<file path="config.mk">
export PLATFORM = sky130hd
export DESIGN_NAME = spi_regfile_slave
export DESIGN_NICKNAME = d
export VERILOG_FILES = /design/src/rtl/spi_regfile_slave.sv
export SDC_FILE = /design/constraint.sdc
export NUM_CORES = 1
export LEC_CHECK = 0
export ABC_AREA = 1
export BUFFER_PORTS_ARGS = -buffer_cell sky130_fd_sc_hd__buf_4
export CAP_MARGIN = 30
export CELL_PAD_IN_SITES_DETAIL_PLACEMENT = 2
export CELL_PAD_IN_SITES_GLOBAL_PLACEMENT = 2
export CORE_MARGIN = 2
export CORE_UTILIZATION = 35
export CTS_CLUSTER_SIZE = 30
export DETAILED_ROUTE_END_ITERATION = 6
export PLACE_DENSITY_LB_ADDON = 0.1
export SLEW_MARGIN = 30
export SYNTH_ARGS = -nofsm -noshare
export SYNTH_HDL_FRONTEND = slang
export SYNTH_SLANG_ARGS = --single-unit
export TNS_END_PERCENT = 50
</file>
<file path="constraint.sdc">
create_clock -name block_clk_i -period 3.85 [get_ports block_clk_i]
set_input_delay 0.385 -clock block_clk_i [delete_from_list [all_inputs] [get_ports block_clk_i]]
set_output_delay 0.385 -clock block_clk_i [all_outputs]
set_load 0.02 [all_outputs]
</file>
<file path="src/rtl/spi_regfile_slave.sv">
// spi_regfile_slave: oversampled SPI slave register file with read-back, bit-set, clear-all and frame-error reporting.
// All logic runs on block_clk_i; the SPI pins are only sampled through synchronisers.
module spi_regfile_slave #(
  parameter int NUM_REGS    = 10,
  parameter int DATA_W      = 8,
  parameter int ADDR_W      = 4,
  parameter int CMD_W       = 4,
  parameter int SYNC_STAGES = 2
) (
  input  logic                       block_clk_i,
  input  logic                       rst_low_i,
  input  logic                       spi_sclk_i,
  input  logic                       spi_ss_i,
  input  logic                       spi_mosi_i,
  output logic                       spi_miso_o,
  output logic [NUM_REGS*DATA_W-1:0] reg_data_o,
  output logic                       wr_pulse_o,
  output logic [ADDR_W-1:0]          wr_addr_o,
  output logic                       frame_err_o
);
  localparam int FRAME_W = CMD_W + ADDR_W + DATA_W;
  localparam int HDR_W   = CMD_W + ADDR_W;
  localparam int CNT_W   = $clog2(FRAME_W);
  localparam logic [CMD_W-1:0] CMD_WRITE = CMD_W'(1);
  localparam logic [CMD_W-1:0] CMD_READ  = CMD_W'(2);
  localparam logic [CMD_W-1:0] CMD_SET   = CMD_W'(3);
  localparam logic [CMD_W-1:0] CMD_CLEAR = CMD_W'(4);

  logic [SYNC_STAGES-1:0] sclk_sync_q, sclk_sync_d, ss_sync_q, ss_sync_d, mosi_sync_q, mosi_sync_d;
  logic                   sclk_prev_q, sclk_prev_d, ss_prev_q, ss_prev_d;
  logic [CNT_W-1:0]       cnt_q, cnt_d;
  logic [FRAME_W-2:0]     rx_q, rx_d;
  logic [DATA_W-1:0]      tx_q, tx_d;
  logic                   rd_active_q, rd_active_d;
  logic                   miso_q, miso_d;
  logic                   wr_pulse_q, wr_pulse_d, frame_err_q, frame_err_d;
  logic [ADDR_W-1:0]      wr_addr_q, wr_addr_d;
  logic [DATA_W-1:0]      regs_q [NUM_REGS];
  logic [DATA_W-1:0]      regs_d [NUM_REGS];

  logic               sclk_s, ss_s, mosi_s, rise, fall, ss_rise, commit, hdr_done;
  logic               in_range, hdr_in_range, is_write, is_set, is_clear, is_read;
  logic [FRAME_W-1:0] frame;
  logic [CMD_W-1:0]   cmd, hdr_cmd;
  logic [ADDR_W-1:0]  addr, hdr_addr;
  logic [DATA_W-1:0]  data, rd_val;

  always_comb begin
    sclk_sync_d  = {sclk_sync_q[SYNC_STAGES-2:0], spi_sclk_i};
    ss_sync_d    = {ss_sync_q[SYNC_STAGES-2:0], spi_ss_i};
    mosi_sync_d  = {mosi_sync_q[SYNC_STAGES-2:0], spi_mosi_i};
    sclk_s       = sclk_sync_q[SYNC_STAGES-1];
    ss_s         = ss_sync_q[SYNC_STAGES-1];
    mosi_s       = mosi_sync_q[SYNC_STAGES-1];
    sclk_prev_d  = sclk_s;
    ss_prev_d    = ss_s;
    rise         = ~ss_s & sclk_s & ~sclk_prev_q;
    fall         = ~ss_s & ~sclk_s & sclk_prev_q;
    ss_rise      = ss_s & ~ss_prev_q;
    frame        = {rx_q, mosi_s};
    commit       = rise && cnt_q == CNT_W'(FRAME_W-1);
    hdr_done     = rise && cnt_q == CNT_W'(HDR_W-1);
    cmd          = frame[FRAME_W-1 -: CMD_W];
    addr         = frame[DATA_W +: ADDR_W];
    data         = frame[DATA_W-1:0];
    // at the header-complete rise only the low HDR_W bits belong to this frame
    hdr_cmd      = frame[HDR_W-1 -: CMD_W];
    hdr_addr     = frame[ADDR_W-1:0];
    in_range     = int'(addr) < NUM_REGS;
    hdr_in_range = int'(hdr_addr) < NUM_REGS;
    rd_val       = hdr_in_range ? regs_q[hdr_addr] : '1;
    is_write     = cmd == CMD_WRITE;
    is_set       = cmd == CMD_SET;
    is_clear     = cmd == CMD_CLEAR;
    is_read      = cmd == CMD_READ;
    rx_d         = rise ? frame[FRAME_W-2:0] : rx_q;
    cnt_d        = ss_rise ? '0 : rise ? (commit ? '0 : cnt_q + CNT_W'(1)) : cnt_q;
    rd_active_d  = hdr_done ? hdr_cmd == CMD_READ : (commit || ss_rise) ? 1'b0 : rd_active_q;
    tx_d         = hdr_done ? rd_val : (fall && rd_active_q) ? {tx_q[DATA_W-2:0], 1'b1} : tx_q;
    miso_d       = (commit || ss_rise) ? 1'b1 : (fall && rd_active_q) ? tx_q[DATA_W-1] : miso_q;
    wr_pulse_d   = commit && (is_clear || ((is_write || is_set) && in_range));
    wr_addr_d    = (commit && is_clear) ? '0 :
                   (commit && (is_write || is_set) && in_range) ? addr : wr_addr_q;
    frame_err_d  = commit ? (((is_write || is_set || is_read) && !in_range) || cmd > CMD_CLEAR)
                          : (ss_rise && cnt_q != '0);
    for (int i = 0; i < NUM_REGS; i++) begin
      regs_d[i] = regs_q[i];
      if (commit && is_clear) regs_d[i] = '0;
      else if (commit && in_range && int'(addr) == i && is_write) regs_d[i] = data;
      else if (commit && in_range && int'(addr) == i && is_set) regs_d[i] = regs_q[i] | data;
    end
  end

  always_ff @(posedge block_clk_i or negedge rst_low_i) begin
    if (!rst_low_i) begin
      sclk_sync_q <= '1;
      ss_sync_q   <= '1;
      mosi_sync_q <= '1;
      sclk_prev_q <= 1'b1;
      ss_prev_q   <= 1'b1;
      cnt_q       <= '0;
      rx_q        <= '0;
      tx_q        <= '0;
      rd_active_q <= 1'b0;
      miso_q      <= 1'b1;
      wr_pulse_q  <= 1'b0;
      wr_addr_q   <= '0;
      frame_err_q <= 1'b0;
      regs_q      <= '{default: '0};
    end else begin
      sclk_sync_q <= sclk_sync_d;
      ss_sync_q   <= ss_sync_d;
      mosi_sync_q <= mosi_sync_d;
      sclk_prev_q <= sclk_prev_d;
      ss_prev_q   <= ss_prev_d;
      cnt_q       <= cnt_d;
      rx_q        <= rx_d;
      tx_q        <= tx_d;
      rd_active_q <= rd_active_d;
      miso_q      <= miso_d;
      wr_pulse_q  <= wr_pulse_d;
      wr_addr_q   <= wr_addr_d;
      frame_err_q <= frame_err_d;
      regs_q      <= regs_d;
    end
  end

  for (genvar n = 0; n < NUM_REGS; n++) begin : g_out
    assign reg_data_o[n*DATA_W +: DATA_W] = regs_q[n];
  end

  assign spi_miso_o  = miso_q;
  assign wr_pulse_o  = wr_pulse_q;
  assign wr_addr_o   = wr_addr_q;
  assign frame_err_o = frame_err_q;
endmodule

</file>
==> impl_summary.log, run 1 <==
INFO  metric whs = -0.02767 ns
INFO  metric average_size_of_a_mapped_cell = 7.207 um2
INFO  metric setup.worst_path.end_class = register
INFO  metric cts.sink_count = 123
INFO  metric vias_after_detailed_routing = 6642
INFO  metric worst_slew_margin_rel = 35.04%
INFO  metric synth.top_cell.area_share = 42.84%
INFO  metric gpl.final_weighted_congestion = 0.8326
INFO  metric post_route_cells_drive_above_1_share = 16.76%
INFO  metric power_density = 434.0 nW/um2
INFO  metric cts-htree-levels = 4
INFO  metric die_height = 141.9 um
INFO  metric drt_iter0_drc = 277
INFO  metric instances_no_fill = 1255
INFO  metric crit_path_max_incr_delay = 0.56 ns
INFO  metric synth_nets = 931
INFO  metric maxClockFrequency = 386.7 MHz
INFO  metric synth_common_cells = sky130_fd_sc_hd__nand2_1, sky130_fd_sc_hd__dfrtp_1, sky130_fd_sc_hd__o21ai_0
INFO  metric vias_in_the_first_global_route = 7176
INFO  metric synth.yosys.seq_area_share = 46.39%
INFO  metric worstSkewPairLatency = 0.43 ns
INFO  metric hold_viol = 36
INFO  metric tightest_slew = 0.9733 ns
INFO  metric io_buffers = 91
INFO  metric post_cts_setup_buffer_count = 0
INFO  metric die_width = 141.9 um
INFO  metric outcome = finished, violations left
INFO  metric setup_violations = 0
INFO  metric cp_num_cells = 7
INFO  metric post_place_cell_area = 7508 um2
INFO  metric dp_slack = 1.294 ns
INFO  metric layout.core_utilization = 43.44%
INFO  metric peakVddDrop = 0.2790 mV
INFO  metric rsz0062_at_grt = no
INFO  metric async_reset_ff_share = 100.0%
INFO  metric yosys_most_used_dff = sky130_fd_sc_hd__dfrtp_1
INFO  metric wp_data_arrival = 2.90 ns
INFO  metric globalRouteOverflowTotal = 0
INFO  metric pins_over_their_slew_limit = 0
INFO  metric dp_hpwl = 17610 um
INFO  metric design.core.area = 18710 um2
INFO  metric min_path_type = in2async
INFO  metric synth.most_common_cell = sky130_fd_sc_hd__nand2_1
INFO  metric worst_r2r_path_depth = 7
INFO  metric finalWirelength = 26020 um
INFO  metric cts-root-buf = sky130_fd_sc_hd__clkbuf_16
INFO  metric worstSetupStartpointType = register
INFO  metric max_cap_viol_count = 0
INFO  metric finalClockSkew = 0.009040 ns
INFO  metric numCtsBuffers = 17
INFO  metric cts_clock_pin_slew_for_the_worst_setup_and_hold_paths = 0.06 ns
INFO  metric syn_area = 6659 um2
INFO  metric netlist_instances = 924
INFO  metric vias_per_cell = 5.292
INFO  metric fin_tns_setup = 0 ns
INFO  metric antenna_found_initial = 0
INFO  metric critPathMaxFanout = 31
INFO  metric postCtsResizedCells = 0
INFO  metric finalPower = 3.526 mW
INFO  metric synth-warning-count = 0
INFO  metric grt_max_degree = 70
INFO  metric synth_area_leader_cell = sky130_fd_sc_hd__dfrtp_1
INFO  metric clock_tree.buffer_depth = 2
INFO  metric critPathTopFamily = simple AND/OR/NAND/NOR gates
INFO  metric drt_first_pass_iters = 4
INFO  metric violations_in_the_final_reports = hold timing
INFO  metric synth-seq-cells = 123
INFO  metric period_minus_slack = 2.586 ns
INFO  metric placed_cells = 1222
INFO  metric timing.setup.critical_path_class = reg2reg
INFO  metric worst_slack = 1.264 ns
INFO  metric critical_path_required = 4.16 ns
INFO  metric syn_to_final_growth = 22.02%
INFO  metric holdBufCountCts = 0
INFO  metric synth_edf_count = 0
INFO  metric grt_first_pass_wirelength = 41230 um
INFO  metric floorplan.initialDensity = 35.60%
INFO  metric tritoncts = yes
INFO  metric finalNetCount = 1014
INFO  metric final.period_utilization = 67.17%
INFO  metric gr_usage_total = 27.04%
INFO  metric floorplan.die_area = 20140 um2
INFO  metric ioPinCount = 92
INFO  metric power_leakage = 4.418 nW
INFO  metric placementRows = 50
INFO  metric crit_path_cell_trace = nand3b_4 > nor2_4 > nand3b_4 > nor2_4 > inv_1 > nand3_1 > nand2_1
INFO  metric cpMaxStageDelayCell = sky130_fd_sc_hd__dfstp_2
INFO  metric post-route-cell-area = 8125 um2
INFO  metric final_antenna_net_count = 0
INFO  metric yosys.cell_types.count = 31
INFO  metric detail_route.wl_per_cell = 20.74 um
INFO  metric detail_route.drc_violations = 0
INFO  metric path_buf_inv = 1
INFO  metric synth.area.top_cells = sky130_fd_sc_hd__dfrtp_1, sky130_fd_sc_hd__nand2_1, sky130_fd_sc_hd__o21ai_0
-- layout make-up --
| type | count | area (um2) |
|---|---|---|
| diodes | 1 | 2.502 |
| fillers | 2271 | 10580 |
| flip-flops and latches | 123 | 3089 |
| clock inverters | 14 | 171.4 |
| clock buffers | 18 | 439.2 |
| well taps | 234 | 292.8 |
| repair buffers | 96 | 737.0 |
| multi-input cells | 690 | 3097 |
| inverters | 79 | 296.5 |
-- cells by family (layout without fill, tap and decap cells) --
kind of cell             Yosys count  in the layout  share of synthesized area (%)
adder cells (fa/ha/maj)            2              2                         0.3757
buffers and inverters            111            207                          7.103
multiplexers                       1              1                         0.1503
AO/OA/AOI/OAI                    109            109                          8.474
AND/OR/NAND/NOR                  577            577                          37.37
flip-flops                       123            123                          46.39
XOR/XNOR                           1              1                         0.1316
other                              0              1                              0
-- power breakdown --
group / total [mW] / switching, mW / internal [mW] / leakage (nW)
Clock: 1.69 / 0.655 / 1.04 / 0.292
Sequential: 1.37 / 0.0402 / 1.33 / 1.68
Combinational: 0.469 / 0.359 / 0.110 / 2.44
-- final timing paths --
| check | endpoint | startpoint | slack, ns |
|---|---|---|---|
| setup reg to reg | reg_data_o[64] | sclk_sync_q[1] | 1.26 |
| hold / removal | cnt_q[1] | rst_low_i | -0.03 |
| hold reg to reg | mosi_sync_q[1] | mosi_sync_q[0] | 0.36 |
| setup / recovery | reg_data_o[64] | sclk_sync_q[1] | 1.26 |
| min in group block_clk_i | mosi_sync_q[0] | spi_mosi_i | 0.06 |
| max in group asynchronous | mosi_sync_q[1] | rst_low_i | 3.06 |
-- metal layers --
metal / share of wire [%] / global-route usage [%] / up-vias
met4: 1.6 / 7.263 / 0
met1: 45 / 35.31 / 3424
met5: 0 / 0 / -
li1: - / - / 3077
met2: 50 / 46.17 / 116
met3: 3.4 / 5.148 / 25
-- sequential cells by signal, summed over array words and instances, names as in the netlist --
| signal | cells |
|---|---|
| cnt_q | 4 |
| frame_err_o | 1 |
| mosi_sync_q | 2 |
| rd_active_q | 1 |
| reg_data_o | 80 |
| rx_q | 15 |
| sclk_prev_q | 1 |
| sclk_sync_q | 2 |
| spi_miso_o | 1 |
| ss_prev_q | 1 |
| ss_sync_q | 2 |
| tx_q | 8 |
| wr_addr_o | 4 |
| wr_pulse_o | 1 |
-- placed cells by master, fill, tap and decap left out, types with 6 or more instances in the layout --
cell type,n
sky130_fd_sc_hd__o211ai_1,6
sky130_fd_sc_hd__nor2_1,45
sky130_fd_sc_hd__dfrtp_1,114
sky130_fd_sc_hd__nand2_2,9
sky130_fd_sc_hd__o21ai_0,96
sky130_fd_sc_hd__buf_4,94
sky130_fd_sc_hd__dfstp_2,9
sky130_fd_sc_hd__inv_1,70
sky130_fd_sc_hd__nand3_1,92
sky130_fd_sc_hd__a21oi_1,6
sky130_fd_sc_hd__nand2_1,406
sky130_fd_sc_hd__clkbuf_16,17
-- worst register-to-register path: stages, from the launching register on --
cell and delay, ns:
sky130_fd_sc_hd__dfstp_2 0.56, sky130_fd_sc_hd__nand3b_4 0.30, sky130_fd_sc_hd__nor2_4 0.34, sky130_fd_sc_hd__nand3b_4 0.44, sky130_fd_sc_hd__nor2_4 0.42, sky130_fd_sc_hd__inv_1 0.22, sky130_fd_sc_hd__nand3_1 0.12, sky130_fd_sc_hd__nand2_1 0.07
No activity file was read; power rests on OpenSTA's default activity.
==> run 2: changes to the inputs <==
--- a/config.mk
+++ b/config.mk
@@ -11,7 +11,7 @@
 export CELL_PAD_IN_SITES_DETAIL_PLACEMENT = 2
 export CELL_PAD_IN_SITES_GLOBAL_PLACEMENT = 2
 export CORE_MARGIN = 2
-export CORE_UTILIZATION = 35
+export CORE_UTILIZATION = 33
 export CTS_CLUSTER_SIZE = 30
 export DETAILED_ROUTE_END_ITERATION = 6
 export PLACE_DENSITY_LB_ADDON = 0.1
==> constraint.sdc (replaced) <==
create_clock -name block_clk_i -period 2.7 [get_ports block_clk_i]
set_input_delay 0.27 -clock block_clk_i [delete_from_list [all_inputs] [get_ports block_clk_i]]
set_output_delay 0.27 -clock block_clk_i [all_outputs]
set_load 0.02 [all_outputs]
==> run 2 against run 1 <==
  * Power is 43% higher
  * Core utilization is 1.2 points lower
  * Global-route usage is 1.8 points lower
  * Final area is 2.2% higher
  * Sequential share of layout area is 0.80 points lower
  * Hold slack better by 0.39 ns
  * Combinational power is 49% higher
  * Sequential power is 42% higher
  * The run now ends clean
  * Fmax is 15% higher
==> impl_summary.log, run 2 (synthesis gave the netlist of run 1 again) <==
INFO  metric drt_first_pass_iters = 4
INFO  metric finalClockSkew = 0.009101 ns
INFO  metric setup.reg_to_reg.worst_slack = 0.46 ns
INFO  metric worst_hold_startpoint = sclk_sync_q[0]
INFO  metric min_path_type = reg2reg
INFO  metric finalPower = 5.045 mW
INFO  metric worstSetupStartpointType = register
INFO  metric vias_per_cell = 5.125
INFO  metric die_width = 146.1 um
INFO  metric cts-htree-levels = 4
INFO  metric share_seq_of_total_power = 38.4%
INFO  metric antenna_found_initial = 0
INFO  metric swShare = 29.70%
INFO  metric hold_viol = 0
INFO  metric drt_iter0_drc = 223
INFO  metric power.share.clock = 47.7%
INFO  metric worstSetupEndpoint = reg_data_o[71]
INFO  metric finalWirelength = 26370 um
INFO  metric globalRouteOverflowTotal = 0
INFO  metric placed_cells = 1265
INFO  metric numCtsBuffers = 17
INFO  metric final.period_utilization = 82.95%
INFO  metric comb_power_share = 13.9%
INFO  metric internal_power = 3.546 mW
INFO  metric design.core.area = 19650 um2
INFO  metric cts.sink_count = 123
INFO  metric worst_slew_margin_rel = 47.31%
INFO  metric maxClockFrequency = 446.5 MHz
INFO  metric vias_after_detailed_routing = 6667
INFO  metric die_height = 146.1 um
INFO  metric cts_clock_pin_slew_for_the_worst_setup_and_hold_paths = 0.06 ns
INFO  metric worstSkewPairLatency = 0.42 ns
INFO  metric period_minus_slack = 2.240 ns
INFO  metric post_route_cells_drive_above_1_share = 17.66%
INFO  metric ioPinCount = 92
INFO  metric clock_tree.buffer_depth = 2
INFO  metric vias_in_the_first_global_route = 7235
INFO  metric power_leakage = 4.492 nW
INFO  metric grt_first_pass_wirelength = 41590 um
INFO  metric pins_over_their_slew_limit = 0
INFO  metric r2r-end = reg_data_o[71]
INFO  metric gr_usage_total = 25.20%
INFO  metric postCtsResizedCells = 0
INFO  metric cpMaxStageDelayCell = sky130_fd_sc_hd__dfrtp_1
INFO  metric tritoncts = yes
INFO  metric timing.setup.critical_path_class = reg2reg
INFO  metric tightest_slew = 0.7895 ns
INFO  metric io_buffers = 91
INFO  metric peakVddDrop = 0.3717 mV
INFO  metric mostFrequentLayoutCell = sky130_fd_sc_hd__nand2_1
INFO  metric gpl.final_weighted_congestion = 0.8042
INFO  metric floorplan.initialDensity = 33.88%
INFO  metric setup_violations = 0
INFO  metric critPathMaxFanout = 21
INFO  metric dp_hpwl = 18370 um
INFO  metric crit_path_max_incr_delay = 0.37 ns
INFO  metric holdBufCountCts = 4
INFO  metric setup.worst_path.end_class = register
INFO  metric crit_path_cell_trace = ha_1 > nand3_2 > nor2_4 > nand2_2 > buf_4 > nor2_1 > o21ai_0 > nand2_1 > nand2_1
INFO  metric final_cell_mix = sky130_fd_sc_hd__nand2_1, sky130_fd_sc_hd__dfrtp_1, sky130_fd_sc_hd__buf_4, sky130_fd_sc_hd__o21ai_0, sky130_fd_sc_hd__nand3_1
INFO  metric post_cts_setup_buffer_count = 0
INFO  metric num_antenna_cells = 0
INFO  metric critical_path_launch_point = cnt_q[0]
INFO  metric fin_tns_setup = 0 ns
INFO  metric critical_path_required = 3.01 ns
INFO  metric wp_data_arrival = 2.55 ns
INFO  metric syn_to_final_growth = 24.65%
INFO  metric finalNetCount = 1030
INFO  metric regToRegStartpoint = cnt_q[0]
INFO  metric final_antenna_net_count = 0
INFO  metric cts-root-buf = sky130_fd_sc_hd__clkbuf_16
INFO  metric largest_register_ffs = 80
INFO  metric rsz0062_at_grt = no
INFO  metric placementRows = 51
INFO  metric instances_no_fill = 1301
INFO  metric net-switching-power = 1.498 mW
INFO  metric fill_cells = 2364
INFO  metric outcome = finished, final reports clean
INFO  metric floorplan.die_area = 21330 um2
INFO  metric worst_r2r_path_depth = 9
INFO  metric detail_route.drc_violations = 0
INFO  metric max_cap_viol_count = 0
INFO  metric detail_route.wl_per_cell = 20.27 um
INFO  metric grt_max_degree = 53
INFO  metric crit_path_frequent_cell = sky130_fd_sc_hd__nand2_1
INFO  metric power_density = 607.7 nW/um2
## run 2: worst min-delay path by stage
stage,to,slack [ns],cells past startpoint
3_3_place_gp,ss_sync_q[1],0.35,0
3_5_place_dp,mosi_sync_q[1],0.35,0
5_1_grt,mosi_sync_q[1],0.36,0
4_1_cts,mosi_sync_q[1],0.36,0
2_1_floorplan,cnt_q[0],-0.03,0
6_report,sclk_sync_q[1],0.36,0
## run 2: area by class of cell
type | count | area [um2] | share of cell area, %
clock inverters | 14 | 171.4 | 2.065
clock buffers | 18 | 439.2 | 5.291
repair buffers | 112 | 875.8 | 10.55
inverters | 79 | 296.5 | 3.573
multi-input cells | 690 | 3097 | 37.31
flip-flops and latches | 123 | 3089 | 37.22
well taps | 265 | 331.6 | 3.995
## run 2: layer usage
metal	wire length [um]	vias up	global-route usage (%)
met3	1013	24	3.562
met5	0	-	0
met4	376	0	6.845
met1	11510	3399	32.51
met2	13470	129	44.34
li1	-	3115	-
## run 2: critical path: cells and delay by family, from the launching register on
family                   cells  cell delay, ns
buffers and inverters        1            0.28
flip-flops                   1            0.37
AO/OA/AOI/OAI                1            0.15
AND/OR/NAND/NOR              6            1.09
adder cells (fa/ha/maj)      1            0.22
## run 2: stage by stage
step / hold WS (ns) / util (%) / setup WS, ns / area (um2)
after floorplan: -0.02559 / - / 1.073 / 6659
after global placement: 0.3530 / 38.92 / 0.5982 / 7650
after detailed placement: 0.3533 / 38.92 / 0.5145 / 7650
after CTS: 0.3626 / 42.23 / 0.4507 / 8300
after global routing: 0.3630 / 42.23 / 0.2460 / 8300
final: 0.3614 / 42.23 / 0.4603 / 8300
## run 2: power groups by stage
stage | clock network [mW] | logic (mW) | registers (mW)
after floorplan | 0 | 0.399 | 1.95
after global placement | 0 | 0.668 | 1.97
after detailed placement | 0 | 0.683 | 1.97
after CTS | 2.45 | 0.703 | 1.94
after global routing | 2.52 | 0.765 | 1.95
final | 2.40 | 0.701 | 1.94
==> run 3: changes to the inputs <==
--- a/config.mk
+++ b/config.mk
@@ -11,7 +11,7 @@
 export CELL_PAD_IN_SITES_DETAIL_PLACEMENT = 2
 export CELL_PAD_IN_SITES_GLOBAL_PLACEMENT = 2
 export CORE_MARGIN = 2
-export CORE_UTILIZATION = 33
+export CORE_UTILIZATION = 29
 export CTS_CLUSTER_SIZE = 30
 export DETAILED_ROUTE_END_ITERATION = 6
 export PLACE_DENSITY_LB_ADDON = 0.1
==> constraint.sdc (replaced) <==
create_clock -name block_clk_i -period 1.9 [get_ports block_clk_i]
set_input_delay 0.19 -clock block_clk_i [delete_from_list [all_inputs] [get_ports block_clk_i]]
set_output_delay 0.19 -clock block_clk_i [all_outputs]
set_load 0.02 [all_outputs]
==> run 3 against run 2 <==
  * Power grew 40%
  * Register-to-register slack lost 0.43 ns
  * Flip-flop and latch count is the same
  * Fmax grew 20%
  * Count of clock-buffer cells in the layout grew 6
  * Final cell count grew 3.8%
  * Critical endpoint is now reg_data_o[32]
==> impl_summary.log, run 3 (synthesis gave the netlist of run 1 again) <==
INFO  metric gpl.final_weighted_congestion = 0.7614
INFO  metric vias_in_the_first_global_route = 7236
INFO  metric fill_cells = 2673
INFO  metric worst_slew_margin_rel = 64.19%
INFO  metric mostFrequentLayoutCell = sky130_fd_sc_hd__nand2_1
INFO  metric setup.reg_to_reg.worst_slack = 0.03 ns
INFO  metric power_leakage = 4.709 nW
INFO  metric vias_per_cell = 4.928
INFO  metric post_route_cells_drive_above_1_share = 20.36%
INFO  metric grt_max_degree = 78
INFO  metric detail_route.drc_violations = 0
INFO  metric cts_clock_pin_slew_for_the_worst_setup_and_hold_paths = 0.06 ns
INFO  metric final_cell_mix = sky130_fd_sc_hd__nand2_1, sky130_fd_sc_hd__buf_4, sky130_fd_sc_hd__dfrtp_1, sky130_fd_sc_hd__o21ai_0, sky130_fd_sc_hd__nand3_1
INFO  metric antenna_found_initial = 0
INFO  metric whs = 0.3062 ns
INFO  metric outcome = finished, final reports clean
INFO  metric finalNetCount = 1060
INFO  metric pins_over_their_slew_limit = 0
INFO  metric floorplan.initialDensity = 29.50%
INFO  metric r2r-end = reg_data_o[32]
INFO  metric drt_iter0_drc = 271
INFO  metric worst_r2r_path_depth = 8
INFO  metric design.core.area = 22570 um2
INFO  metric tritoncts = yes
INFO  metric maxClockFrequency = 534.9 MHz
INFO  metric clock_tree.buffer_depth = 2
INFO  metric regToRegStartpoint = sclk_sync_q[1]
INFO  metric die_width = 155.5 um
INFO  metric floorplan.die_area = 24190 um2
INFO  metric vias_after_detailed_routing = 6658
INFO  metric num_antenna_cells = 0
INFO  metric rsz0062_at_grt = yes
INFO  metric post_place_cell_area = 8003 um2
INFO  metric timing.setup.critical_path_class = reg2reg
INFO  metric min_path_type = in2async
INFO  metric crit_path_cell_trace = nand3b_4 > nor2_4 > buf_12 > nand3b_4 > buf_12 > nor2_4 > nand3_1 > nand2_1
INFO  metric globalRouteOverflowTotal = 0
INFO  metric cts-root-buf = sky130_fd_sc_hd__clkbuf_16
INFO  metric hold_viol = 0
INFO  metric drt_first_pass_iters = 4
INFO  metric period_minus_slack = 1.870 ns
INFO  metric finalClockSkew = 0.01486 ns
INFO  metric critical_path_launch_point = sclk_sync_q[1]
INFO  metric cts.sink_count = 123
INFO  metric setup.worst_path.end_class = register
INFO  metric syn_to_final_growth = 30.80%
INFO  metric gr_usage_total = 23.09%
INFO  metric critPathMaxFanout = 8
INFO  metric tightest_slew = 0.5338 ns
INFO  metric placementRows = 55
INFO  metric detail_route.wl_per_cell = 19.63 um
INFO  metric worstSetupStartpointType = register
INFO  metric cts-htree-levels = 4
INFO  metric largest_register_ffs = 80
INFO  metric io_buffers = 91
INFO  metric numCtsBuffers = 17
INFO  metric post-route-cell-area = 8710 um2
INFO  metric grt_first_pass_wirelength = 42680 um
INFO  metric critical_path_required = 2.26 ns
INFO  metric final.period_utilization = 98.40%
INFO  metric final_antenna_net_count = 0
INFO  metric die_height = 155.5 um
INFO  metric cpMaxStageDelayCell = sky130_fd_sc_hd__dfstp_2
INFO  metric instances_no_fill = 1351
INFO  metric layout.core_utilization = 38.59%
INFO  metric peakVddDrop = 0.4436 mV
INFO  metric setup_violations = 0
INFO  metric power_density = 812.3 nW/um2
INFO  metric worstSetupEndpoint = reg_data_o[32]
INFO  metric dp_hpwl = 18860 um
INFO  metric max_cap_viol_count = 0
INFO  metric wp_data_arrival = 2.23 ns
INFO  metric ioPinCount = 92
INFO  metric finalWirelength = 26520 um
INFO  metric crit_path_max_incr_delay = 0.57 ns
INFO  metric worstSkewPairLatency = 0.43 ns
INFO  metric placed_cells = 1312
INFO  metric finalPower = 7.075 mW
-- run 3: metrics by stage --
stage                     setup slack, ns   TNS [ns]
after floorplan                    0.2726          0
after global placement            0.04801          0
after detailed placement         0.004086          0
after CTS                       -0.001715  -0.001715
after global routing             -0.06320     -1.373
final                             0.03045          0
-- run 3: layout make-up --
class                           instances  area (um2)  area share, %
Clock buffer                           24       461.7          5.301
Clock inverter                          8       95.09          1.092
Inverter                               79       304.0          3.491
Multi-Input combinational cell        690        3159          36.27
Sequential cell                       123        3089          35.47
Tap cell                              285       356.6          4.094
Timing Repair Buffer                  142        1244          14.28
-- run 3: worst min path at each step --
stage                     to  cells after the start       from
finish              cnt_q[1]                      3  rst_low_i
floorplan           cnt_q[0]                      0  rst_low_i
global placement    cnt_q[1]                      2  rst_low_i
detailed placement  cnt_q[1]                      2  rst_low_i
CTS                 cnt_q[1]                      3  rst_low_i
global route        cnt_q[1]                      3  rst_low_i
-- run 3: power by group --
group          internal (mW)  switching, mW
registers               2.69         0.0589
logic                  0.328          0.787
clock network           1.96           1.26
total                   4.97           2.10
-- run 3: worst max-delay path: cells and delay by family (launching register included) --
kind | cells | cell delay, ns
buf+inv | 2 | 0.37
simple gates | 6 | 0.86
flops | 1 | 0.57
-- run 3: timing repair --
action | in CTS | in global routing
hold buffers | 4 | 0
pin swaps | 0 | 5
cloned | 0 | 1
endpoints found under the hold margin | 117 | 0
setup buffers | 0 | 2
gates resized for setup | 3 | 18
setup endpoints to repair | 5 | 84
-- run 3: routing by layer --
metal | GRT usage (%) | vias to the layer above | part of all wire, %
met2 | 38.26 | 83 | 49
met4 | 4.063 | 0 | 1.1
li1 | - | 3179 | -
met1 | 31.93 | 3379 | 48
met5 | 0 | - | 0
met3 | 4.278 | 17 | 2.3
